<file path="src/rtl/change_dispenser.sv">
// Change dispenser: releases a soda, then pays out the change owed (0..4
// nickels, with larger values clamped to 4) as dimes first and then nickels.
// Each coin is paid over a 4-phase request/acknowledge handshake with the coin
// mechanism. Every handshake edge is guarded by a timeout. A timeout parks the
// machine in FAULT until reset.
module change_dispenser #(
  parameter int TIMEOUT = 255
) (
  input  logic       i_clk,
  input  logic       i_rst,
  input  logic       i_soda,
  input  logic [2:0] i_change,
  input  logic       i_ack,
  output logic       o_soda_rel,
  output logic       o_dime,
  output logic       o_nickel,
  output logic       o_busy,
  output logic       o_drop,
  output logic       o_fault
);

  localparam int WW = $clog2(TIMEOUT + 1);

  typedef enum logic [2:0] {
    IDLE,
    SODA,
    COIN_REQ,
    ACK_LOW,
    FAULT
  } state_t;

  state_t          state_q;
  logic [2:0]      remaining_q;
  logic [WW-1:0]   wait_q;
  logic            soda_rel_q;
  logic            dime_q;
  logic            nickel_q;
  logic            busy_q;
  logic            drop_q;
  logic            fault_q;

  logic [WW-1:0]   wait_d;
  logic            timeout_d;
  logic [2:0]      change_clamped_d;
  logic [2:0]      coin_value_d;

  // Helper terms used by the state machine: next wait count, timeout hit,
  // clamped change, and the value of the coin currently requested.
  always_comb begin
    wait_d           = wait_q + 1'b1;
    timeout_d        = (wait_d == WW'(TIMEOUT));
    change_clamped_d = (i_change > 3'd4) ? 3'd4 : i_change;
    coin_value_d     = dime_q ? 3'd2 : 3'd1;
  end

  // Main controller: state, change bookkeeping and every registered output.
  always_ff @(posedge i_clk or posedge i_rst) begin
    if (i_rst) begin
      state_q     <= IDLE;
      remaining_q <= '0;
      wait_q      <= '0;
      soda_rel_q  <= 1'b0;
      dime_q      <= 1'b0;
      nickel_q    <= 1'b0;
      busy_q      <= 1'b0;
      drop_q      <= 1'b0;
      fault_q     <= 1'b0;
    end else begin
      // Single-cycle pulses default low; a strobe outside IDLE is rejected.
      soda_rel_q <= 1'b0;
      drop_q     <= i_soda && (state_q != IDLE);
      case (state_q)
        IDLE: begin
          if (i_soda) begin
            remaining_q <= change_clamped_d;
            soda_rel_q  <= 1'b1;
            busy_q      <= 1'b1;
            state_q     <= SODA;
          end
        end
        SODA: begin
          if (remaining_q != 3'd0) begin
            // Greedy coin choice: a dime whenever at least two nickels remain.
            dime_q   <= (remaining_q >= 3'd2);
            nickel_q <= (remaining_q == 3'd1);
            wait_q   <= '0;
            state_q  <= COIN_REQ;
          end else begin
            busy_q  <= 1'b0;
            state_q <= IDLE;
          end
        end
        COIN_REQ: begin
          if (i_ack) begin
            dime_q      <= 1'b0;
            nickel_q    <= 1'b0;
            remaining_q <= remaining_q - coin_value_d;
            wait_q      <= '0;
            state_q     <= ACK_LOW;
          end else if (timeout_d) begin
            dime_q   <= 1'b0;
            nickel_q <= 1'b0;
            fault_q  <= 1'b1;
            state_q  <= FAULT;
          end else begin
            wait_q <= wait_d;
          end
        end
        ACK_LOW: begin
          if (!i_ack) begin
            if (remaining_q != 3'd0) begin
              dime_q   <= (remaining_q >= 3'd2);
              nickel_q <= (remaining_q == 3'd1);
              wait_q   <= '0;
              state_q  <= COIN_REQ;
            end else begin
              busy_q  <= 1'b0;
              state_q <= IDLE;
            end
          end else if (timeout_d) begin
            fault_q <= 1'b1;
            state_q <= FAULT;
          end else begin
            wait_q <= wait_d;
          end
        end
        FAULT: begin
          // Sticky: only reset leaves this state.
          fault_q  <= 1'b1;
          dime_q   <= 1'b0;
          nickel_q <= 1'b0;
        end
        default: begin
          busy_q  <= 1'b0;
          state_q <= IDLE;
        end
      endcase
    end
  end

  assign o_soda_rel = soda_rel_q;
  assign o_dime     = dime_q;
  assign o_nickel   = nickel_q;
  assign o_busy     = busy_q;
  assign o_drop     = drop_q;
  assign o_fault    = fault_q;

endmodule

</file>
<file path="config.mk">
export PLATFORM = sky130hd
export DESIGN_NAME = change_dispenser
export DESIGN_NICKNAME = d
export VERILOG_FILES = /design/src/rtl/change_dispenser.sv
export SDC_FILE = /design/constraint.sdc
export NUM_CORES = 1
export LEC_CHECK = 0
export ABC_AREA = 1
export BUFFER_PORTS_ARGS = -buffer_cell sky130_fd_sc_hd__buf_2
export CORE_ASPECT_RATIO = 0.75
export CORE_MARGIN = 2
export CORE_UTILIZATION = 62
export DETAILED_ROUTE_END_ITERATION = 12
export PLACE_DENSITY = 0.88
export SLEW_MARGIN = 20
export SYNTH_ARGS = -nofsm -noshare
export SYNTH_HDL_FRONTEND = slang
export SYNTH_SLANG_ARGS = --single-unit
</file>
<file path="constraint.sdc">
create_clock -name i_clk -period 5 [get_ports i_clk]
set_clock_uncertainty 0.15 [all_clocks]
set_input_delay 0 -clock i_clk [delete_from_list [all_inputs] [get_ports i_clk]]
set_output_delay 0 -clock i_clk [all_outputs]
set_load 0.005 [all_outputs]
</file>
==> results list <==
- After synthesis, the largest family of logic cells by area is simple AND/OR/NAND/NOR gates.
- Post-Synthesis Mean Instance Area: 7.56 sq um
* Largest net degree at the start of global routing: 21
- Sorting the synthesized cells by area gives the leading types as sky130_fd_sc_hd__dfrtp_1, sky130_fd_sc_hd__nand2_1, sky130_fd_sc_hd__inv_1, sky130_fd_sc_hd__o21ai_0, sky130_fd_sc_hd__nand3_1.
* Synthesized cell area: 1260 sq um
- The startpoint identified for the worst register-to-register timing path is state_q[0].
* H-tree level count: 1
- After Yosys synthesis, and, or, nand and nor cells account for 32.8% of the synthesized area.
- The tool flagged a number of max-cap violations equal to 0.
- The initial utilization of the core area, before any placement, comes to 64.3%.
* Number of cells on the worst reg-to-reg path: 9
- CP delay by family, top: simple AND/OR/NAND/NOR gates
- Number of buffers inserted for hold repair after clock tree synthesis: 7
- For this run, the leading register cell type out of synthesis is sky130_fd_sc_hd__dfrtp_1.
* Buffering stage count on the worst path with inverters included: 2
- Fraction of synthesized area in multiplexers: 0%
- Post-route fraction of the period consumed by the critical path: 48.4%
- Most used standard cell by instance count after synthesis: sky130_fd_sc_hd__nand2_1
- Maximum operating frequency: 413 MHz
- The repair_antennas step left the layout with diodes totalling 0.
- After detailed routing, the total wire length is 2.85 mm.
- Slowest Stage Delay on Critical Path: 570 ps
- Remaining antenna violation count after routing: 0
- Share of final-layout standard cells stronger than drive strength 1: 21.2%
- Placer Congestion: 0.820
* Maximum fanout along the worst path: 5
* Number of nets in the final layout: 202
- The worst setup path is launched from a register.
- Once the clock tree was built, the resizer swapped 0 gates to a different size.
- The tree built by TritonCTS fans out to 20 sinks.
- Mapped Cells: 167
* Number of buffers added on ports: 12
* Post-Syn Nets: 178
- Number of antenna violations at the first check in global routing: 0
- The worst setup path is captured at a register.
* Cell breakdown of the critical path: nor2_1 -> inv_1 -> nor2_1 -> nand2_1 -> nand2_1 -> o21ai_0 -> a21oi_1 -> a31oi_1 -> dlygate4sd3_1
- Clock tree from TritonCTS: yes
- OpenSTA, run right after detailed placement, puts the worst setup slack at 3060 ps.
* Drc violations: 0
- Among all stages on the critical path, the largest delay is contributed by sky130_fd_sc_hd__dlygate4sd3_1.
- Setup-violating endpoint count in the final report: 0
- The worst register-to-register path ends at remaining_q[0].
* Maximum VDD drop: 0.176 mV
* Core Box Area: 1960 sq um
- In this run the deepest clock path goes through 2 buffers.
- Fillers: 147
* Adder and majority cell fraction of the synthesized area: 4.56%
* Static leakage power: 0.750 nW
- Power density relative to cell area: 175 nW/um^2
- For this run, the number of standard cells in the final layout without fillers is 213.
- Summed over its instances, the top area cell type makes up 39.6% of the synthesized netlist area.
* Proportion of synthesized chip area in sequential cells: 39.6%
* IO Pins: 13
- sky130_fd_sc_hd__dfrtp_1 takes more of the synthesized area than any other cell.
- At the pin with the least slew margin, the transition time is 760 ps.
* Die Span X: 56.1 um
* Wire length of the first global-routing pass: 4.77 mm
- Across all register-to-register paths, the minimum setup slack is 2580 ps.
- The worst hold path belongs to the class in2async.
* Run status: complete, no violations
* Number of hold violations in the final report: 0
- Using the TritonRoute via totals, the vias-per-cell ratio works out to 5.70.
- Global routing consumed, over all layers together, 25.3% of the routing resources.
- The synthesized netlist devotes 0% of its cell area to XOR and XNOR gates.
- Clock tree synthesis inserted a total of 3 buffers.
* Clock input transition at the sequential cells of the worst setup and hold paths: 110 ps
- The number of global-route vias before repair was 1124.
* Fin worst setup slack: 2580 ps
- Type of the worst setup path: reg2reg
- Cells fill 73.7% of the core in the end.
* Worst slew margin relative to its limit: 49.2%
- Die footprint: 2420 sq um
* Vias: 1214
* Fin Setup TNS: 0 ps
- Counting flops and latches in the post-synthesis netlist gives 20.
- The synthesized netlist devotes 14.8% of its cell area to compound gates.
* Synthesis-to-layout area growth: 14.5%
* Warnings, synthesis: 0
- Worst EP required: 5040 ps
* Setup repair after global routing missed its margin: no
- Hpwl dp: 2.08 mm
- Share of async-settable or async-resettable flops after synthesis: 100%
- The commonest cells after synthesis are sky130_fd_sc_hd__nand2_1, sky130_fd_sc_hd__inv_1, sky130_fd_sc_hd__dfrtp_1, sky130_fd_sc_hd__o21ai_0, sky130_fd_sc_hd__nor2_1.
* Final max-slew violation count: 0
- Number of enable flip-flop cells after synthesis: 0
- FP Rows: 14
- The number of setup buffers added after CTS is 0.
* Grt ovf: 0
* Start point of the critical path: state_q[0]
- For the worst setup path, the data arrival time is 2460 ps.
* Count of routing violations after the opening detailed-route iteration: 63
- Cell chosen for the clock root: sky130_fd_sc_hd__clkbuf_4
- DRT Pass-1 Iters: 5
* Final min period: 2420 ps
- # placed instances: 203
- The netlist uses 24 different library cells.
- Die Ht: 43.1 um
- Wire per inst: 13.4 um
- Clock latency on the worst-skew pair, taken at its later pin, is 290 ps.
-- worst reg2reg max path, cell delays in order, from the launching register on --
cell and delay, ps:
sky130_fd_sc_hd__dfrtp_1 430, sky130_fd_sc_hd__nor2_1 230, sky130_fd_sc_hd__inv_1 90, sky130_fd_sc_hd__nor2_1 140
sky130_fd_sc_hd__nand2_1 170, sky130_fd_sc_hd__nand2_1 200, sky130_fd_sc_hd__o21ai_0 130, sky130_fd_sc_hd__a21oi_1 140
sky130_fd_sc_hd__a31oi_1 60, sky130_fd_sc_hd__dlygate4sd3_1 570
-- worst max path at each step --
stage,cells after the start,to,slack [ps]
3_3_place_gp,10,o_dime,3160
6_report,9,remaining_q[0],2580
2_1_floorplan,11,o_dime,3240
5_1_grt,9,remaining_q[0],2400
4_1_cts,9,remaining_q[0],2670
3_5_place_dp,11,o_dime,3060
-- flip-flops by register name, summed over array words and instances, names as in the netlist --
| register | count |
|---|---|
| o_fault | 1 |
| o_nickel | 1 |
| o_soda_rel | 1 |
| o_busy | 1 |
| o_dime | 1 |
| state_q | 3 |
| wait_q | 8 |
| remaining_q | 3 |
| o_drop | 1 |
-- power by group --
part            total, W  switching, W  internal (W)
combinational  0.0000140    0.00000767    0.00000638
sequential      0.000163   0.000000738      0.000162
clock          0.0000754     0.0000474     0.0000281
-- through the flow --
stage	instance area, sq um	hold slack (ps)	power (W)
final	1450	217	0.000253
after floorplan	1260	-186	0.000172
after detailed placement	1350	24.4	0.000177
after CTS	1450	242	0.000255
after global routing	1450	299	0.000262
after global placement	1350	21.9	0.000176
-- logic make-up after synthesis --
family / Yosys count
adder cells (fa/ha/maj): 4
AND/OR/NAND/NOR: 84
buffers and inverters: 27
flip-flops: 20
AO/OA/AOI/OAI: 32
-- cell type report --
type	instances	area, sq um	share of cell area [%]
Clock buffer	3	22.5	1.56
Inverter	27	104	7.19
Multi-Input combinational cell	120	658	45.5
Sequential cell	20	500	34.6
Tap cell	24	30.0	2.08
Timing Repair Buffer	19	130	9.00
-- routing by layer --
metal  part of all wire, %  GRT usage (%)  up-vias
li1                      -              -      586
met1                    44           31.8      570
met2                    48           42.8       56
met3                   7.9           8.23        2
met4                  0.42           5.71        0
met5                     0              0        -
-- layout by cell type, fill, tap and decap left out, types with 2 or more instances in the layout --
cell type                       count
sky130_fd_sc_hd__nand2_1           40
sky130_fd_sc_hd__inv_1             23
sky130_fd_sc_hd__dfrtp_1           20
sky130_fd_sc_hd__o21ai_0           14
sky130_fd_sc_hd__nor2_1            12
sky130_fd_sc_hd__buf_2             12
sky130_fd_sc_hd__nand3_1           10
sky130_fd_sc_hd__nand2_2            7
sky130_fd_sc_hd__dlygate4sd3_1      7
sky130_fd_sc_hd__a21oi_1            6
sky130_fd_sc_hd__nand4_1            5
sky130_fd_sc_hd__o21ai_2            4
sky130_fd_sc_hd__a31oi_1            4
sky130_fd_sc_hd__inv_2              3
sky130_fd_sc_hd__nor2_4             3
sky130_fd_sc_hd__nand3_2            3
sky130_fd_sc_hd__ha_1               3
sky130_fd_sc_hd__clkbuf_4           3
sky130_fd_sc_hd__o21ai_1            2
(Power assumes the default switching activity.)
